**src/rtl/cheshire_rst_seq.sv**
```systemverilog
// Board reset and boot-strap sequencer: synchronises and debounces the reset button,
// waits for PLL lock, holds the SoC in reset and latches boot straps on release.
// Optional feature macro: CHESHIRE_RST_SEQ_LOCK_LOSS_EN (lock loss in RUN re-enters WAIT_LOCK).
module cheshire_rst_seq #(
   parameter int unsigned SyncStages     = 2,
   parameter int unsigned DebounceCycles = 1000,
   parameter int unsigned HoldCycles     = 256
) (
   input  logic       clk_i,
   input  logic       rst_i,
   input  logic       pll_locked_i,
   input  logic       btn_reset_i,
   input  logic       vio_reset_i,
   input  logic [1:0] boot_mode_i,
   output logic       soc_rst_no,
   output logic [1:0] boot_mode_o,
   output logic [1:0] state_o,
   output logic [7:0] rst_count_o
);

   localparam int unsigned DbW   = $clog2(DebounceCycles + 1);
   localparam int unsigned HoldW = $clog2(HoldCycles + 1);

`ifdef CHESHIRE_RST_SEQ_LOCK_LOSS_EN
   localparam bit LockLossEn = 1'b1;
`else
   localparam bit LockLossEn = 1'b0;
`endif

   typedef enum logic [1:0] {
      WAIT_LOCK = 2'd0,
      HOLD      = 2'd1,
      RUN       = 2'd2,
      UNUSED    = 2'd3
   } state_e;

   // Elaboration-time parameter sanity
   if (SyncStages < 2) begin : g_bad_sync
      $error("cheshire_rst_seq: SyncStages must be >= 2");
   end
   if (DebounceCycles < 1) begin : g_bad_db
      $error("cheshire_rst_seq: DebounceCycles must be >= 1");
   end
   if (HoldCycles < 1) begin : g_bad_hold
      $error("cheshire_rst_seq: HoldCycles must be >= 1");
   end

   logic [SyncStages-1:0] btn_sync_q, btn_sync_d;
   logic [SyncStages-1:0] lock_sync_q, lock_sync_d;
   logic                  btn_synced;
   logic                  lock_synced;

   logic                  btn_db_q, btn_db_d;
   logic [DbW-1:0]        db_cnt_q, db_cnt_d;

   state_e                state_q, state_d;
   logic [HoldW-1:0]      hold_cnt_q, hold_cnt_d;
   logic [1:0]            boot_mode_q, boot_mode_d;
   logic [7:0]            rst_count_q, rst_count_d;
   logic                  req;

   // Synchroniser chains: new sample enters bit 0, synced value leaves the top bit
   always_comb begin
      btn_sync_d  = {btn_sync_q[SyncStages-2:0], btn_reset_i};
      lock_sync_d = {lock_sync_q[SyncStages-2:0], pll_locked_i};
   end

   assign btn_synced  = btn_sync_q[SyncStages-1];
   assign lock_synced = lock_sync_q[SyncStages-1];

   always_ff @(posedge clk_i) begin
      if (rst_i) begin
         btn_sync_q  <= '0;
         lock_sync_q <= '0;
      end else begin
         btn_sync_q  <= btn_sync_d;
         lock_sync_q <= lock_sync_d;
      end
   end

   // Debouncer: the value flips only after DebounceCycles consecutive differing cycles
   always_comb begin
      btn_db_d = btn_db_q;
      db_cnt_d = db_cnt_q;
      if (btn_synced != btn_db_q) begin
         if (db_cnt_q == DbW'(DebounceCycles - 1)) begin
            btn_db_d = btn_synced;
            db_cnt_d = '0;
         end else begin
            db_cnt_d = db_cnt_q + DbW'(1);
         end
      end else begin
         db_cnt_d = '0;
      end
   end

   always_ff @(posedge clk_i) begin
      if (rst_i) begin
         btn_db_q <= 1'b0;
         db_cnt_q <= '0;
      end else begin
         btn_db_q <= btn_db_d;
         db_cnt_q <= db_cnt_d;
      end
   end

   assign req = btn_db_q | vio_reset_i;

   // Sequencer next state: lock loss beats a reset request, which beats the hold count
   always_comb begin
      state_d     = state_q;
      hold_cnt_d  = hold_cnt_q;
      boot_mode_d = boot_mode_q;
      rst_count_d = rst_count_q;
      unique case (state_q)
         WAIT_LOCK: begin
            if (lock_synced) begin
               state_d    = HOLD;
               hold_cnt_d = '0;
            end
         end
         HOLD: begin
            if (!lock_synced) begin
               state_d = WAIT_LOCK;
            end else if (req) begin
               hold_cnt_d = '0;
            end else if (hold_cnt_q == HoldW'(HoldCycles - 1)) begin
               state_d     = RUN;
               boot_mode_d = boot_mode_i;
               if (rst_count_q != 8'hFF) begin
                  rst_count_d = rst_count_q + 8'd1;
               end
            end else begin
               hold_cnt_d = hold_cnt_q + HoldW'(1);
            end
         end
         RUN: begin
            if (LockLossEn && !lock_synced) begin
               state_d = WAIT_LOCK;
            end else if (req) begin
               state_d    = HOLD;
               hold_cnt_d = '0;
            end
         end
         default: begin
            state_d = WAIT_LOCK;
         end
      endcase
   end

   always_ff @(posedge clk_i) begin
      if (rst_i) begin
         state_q     <= WAIT_LOCK;
         hold_cnt_q  <= '0;
         boot_mode_q <= 2'b00;
         rst_count_q <= 8'd0;
      end else begin
         state_q     <= state_d;
         hold_cnt_q  <= hold_cnt_d;
         boot_mode_q <= boot_mode_d;
         rst_count_q <= rst_count_d;
      end
   end

   // Release decoded straight from the state register so it cannot glitch
   assign soc_rst_no  = (state_q == RUN);
   assign boot_mode_o = boot_mode_q;
   assign state_o     = state_q;
   assign rst_count_o = rst_count_q;

endmodule
```
**config.mk**
```make
export PLATFORM = sky130hd
export DESIGN_NAME = cheshire_rst_seq
export DESIGN_NICKNAME = d
export VERILOG_FILES = /design/src/rtl/cheshire_rst_seq.sv
export SDC_FILE = /design/constraint.sdc
export NUM_CORES = 1
export LEC_CHECK = 0
export BUFFER_PORTS_ARGS = -buffer_cell sky130_fd_sc_hd__buf_2
export CAP_MARGIN = 20
export CORE_MARGIN = 1
export CORE_UTILIZATION = 60
export DETAILED_ROUTE_END_ITERATION = 6
export HOLD_SLACK_MARGIN = 0.02
export MAX_ROUTING_LAYER = met4
export PLACE_DENSITY = 0.82
export SYNTH_ARGS = -nofsm -noshare
export SYNTH_HDL_FRONTEND = slang
export SYNTH_SLANG_ARGS = --single-unit
```
**constraint.sdc**
```tcl
create_clock -name clk_i -period 5.65 [get_ports clk_i]
set_clock_uncertainty 0.2 [all_clocks]
set_input_delay 1.4125 -clock clk_i [delete_from_list [all_inputs] [get_ports clk_i]]
set_output_delay 1.4125 -clock clk_i [all_outputs]
set_load 0.1 [all_outputs]
```
==> metrics <==
top cell type's share of synthesized area=44.3%; setup TNS=0 ns; pre-CTS WS=approximately 2.5 ns; total area of sequential cells=721 um2; # DRC=0; CTS H-Tree Depth=2; Cells after Synth=183; clock tree root driver cell=clkbuf_4; hold bufs inserted after CTS=0; core area=2520 um2; R2R depth=9; post-synthesis sequential area ratio=44.3%; Die X-Extent=54.0 um; CP arrival=1.41 ns; Max transition margin=approximately 64%; Max-cap violations=0; I/O pin cnt=20; Avg Inst Size Synth=8.88 um2; vias=1381; crit path max fanout=7; fmax=0.330 GHz; dpl cells=227; Avg WL per Cell=12.9 um; # fillers=219; gr ovfl total=0; Max clock buf depth=2; Sink Count=36; share of post-route cells with drive strength above 1=between 10 and 15%; # diodes=0; Worst setup SP type=flip-flop; Layout area overhead=10.5%; worst slew pin tran=0.541 ns; Via density=between 5 and 6; post-CTS setup buffers=0; synthesized flop and latch total=36; final worst setup slack=2.62 ns; CTS tree=built; vias in the first global route=approximately 1100; post-cts resize count=0; Finished Layout Cells=235; count of input and output buffers=19; leading area contributor after synthesis=dfxtp_1; DP Wirelength=2200 um; IR drop worst, VDD=roughly 0.16 mV; endpoint type of the worst setup path=output port; ANT nets after route=0; largest net degree at the start of global routing=29; # setup viols final=0; final hold slack=0.257 ns; number of DRC markers in iteration 0=27; area of the multi-input gates=870 um2; Tcrit/Tclk final=53.6%; synth warn=0; Worst Hold Depth=1; Cell Area, Synth=1630 um2; post-synth cell types=39; Worst EP required=4.04 ns; status=completed; RSZ-0062 raised after global routing=false; Starting Density=64.4%; CTS buffer count=5; crit path time final=3.03 ns; max-slew violation count=0; die area=2920 um2; Fin. Hold Viols=0; fin nets=215; Total Routing Usage GR=24.5%; wire length of the first global-routing pass=4870 um; syn nets=194; power density over cell area=~230 nW/um2; worst skew pair latency=0.34 ns; TritonRoute pass-1 iters=4; chip height=54.0 um; Leak=0.669 nW; global placer's final weighted congestion=0.828; WL final=3040 um; Worst Path Class, Setup=flip-flop to output port; Hold/Removal Path Class=flip-flop to flip-flop; largest cells by area after synthesis=dfxtp_1 (44%), nor2_1 (4.6%), a21oi_1 (4.0%); clock-pin slew of the registers on the worst-case setup and hold paths=approximately 0.10 ns; initial antenna violation count=0; num rows=18
==> area by class of cell <==
| class | count | area share (%) |
|---|---|---|
| repair buffers | 19 | 5.29 |
| multi-input cells | 138 | 48.4 |
| clock buffers | 8 | 3.27 |
| flip-flops and latches | 36 | 40.1 |
| well taps | 30 | 2.09 |
| inverters | 4 | 0.836 |
==> synthesized netlist by cell type <==
cell type,number
a211oi_1,2
a21o_1,1
a21oi_1,13
a311oi_1,2
a31oi_1,7
a41oi_1,1
and2_1,2
and3_1,10
and4_1,1
buf_1,1
buf_2,1
clkbuf_1,3
dfxtp_1,36
ha_1,4
inv_1,4
mux2_1,1
mux2i_1,4
nand2_1,14
nand2b_1,3
nand3_1,7
nand4_1,5
nand4b_1,1
nor2_1,20
nor2b_1,7
nor3_1,5
nor3b_1,1
nor4_2,1
nor4b_2,1
nor4b_4,1
o21a_1,1
o21ai_0,3
o21bai_1,1
o31ai_1,1
or2_2,1
or3_1,6
or4_1,1
or4b_1,1
xnor2_1,6
xor2_1,3
==> cells in the final DEF, fill, tap and decap left out, drive strengths merged, types with 2 or more instances in the layout <==
master	n
nand4	5
nand2	14
nor2b	7
a31oi	7
nand2b	3
a211oi	2
and3	10
dfxtp	36
and2	2
ha	4
xnor2	6
nor4b	2
xor2	3
a21oi	13
nor2	20
o21ai	3
or3	6
a311oi	2
clkbuf	8
nor3	5
buf	19
inv	4
mux2i	4
nand3	7
==> power breakdown <==
part | internal, mW | leakage (nW) | switching (mW)
sequential | 0.255 | 0.291 | 0.00118
clock | 0.0614 | 0.0326 | 0.0801
combinational | 0.00423 | 0.345 | 0.00819
==> per-stage QoR <==
| stage | util [%] | instance area (um2) | power [mW] |
|---|---|---|---|
| 2_1_floorplan | - | 1630 | 0.271 |
| 3_3_place_gp | 68.9 | 1740 | 0.275 |
| 3_5_place_dp | 68.9 | 1740 | 0.275 |
| 4_1_cts | 71.2 | 1800 | 0.415 |
| 5_1_grt | 71.2 | 1800 | 0.427 |
| 6_report | 71.2 | 1800 | 0.410 |
==> final timing paths <==
kind            startpoint             to  slack, ns
max             state_o[1]     soc_rst_no       2.62
min          btn_sync_q[0]  btn_sync_q[1]       0.26
max reg2reg  hold_cnt_q[0]  hold_cnt_q[2]       2.88
min reg2reg  btn_sync_q[0]  btn_sync_q[1]       0.26
==> state kept, by name, summed over array words and instances, names as in the netlist <==
name,cells
rst_count_o,8
hold_cnt_q,9
boot_mode_o,2
state_o,2
btn_sync_q,2
btn_db_q,1
db_cnt_q,10
lock_sync_q,2
==> critical path, stage by stage, from the launching register on <==
cell     delay, ns
dfxtp_1       0.44
nor2b_1       0.19
buf_2         0.45
==> cell families after synthesis <==
| logic type | synth area share, % |
|---|---|
| AO/OA/AOI/OAI | 12.0 |
| XOR/XNOR | 4.85 |
| multiplexers | 3.16 |
| AND/OR/NAND/NOR | 30.4 |
| adder cells (fa/ha/maj) | 3.08 |
| flip-flops | 44.3 |
| buffers and inverters | 2.15 |
==> routing by layer <==
layer | vias to the layer above | part of all wire (%) | track usage (%)
li1 | 698 | - | -
met1 | 642 | 46 | 28.8
met2 | 31 | 48 | 38.5
met3 | 10 | 4.2 | 8.19
met4 | 0 | 2.1 | 9.83
met5 | - | 0 | -
Power figures use the tool's default switching activity.
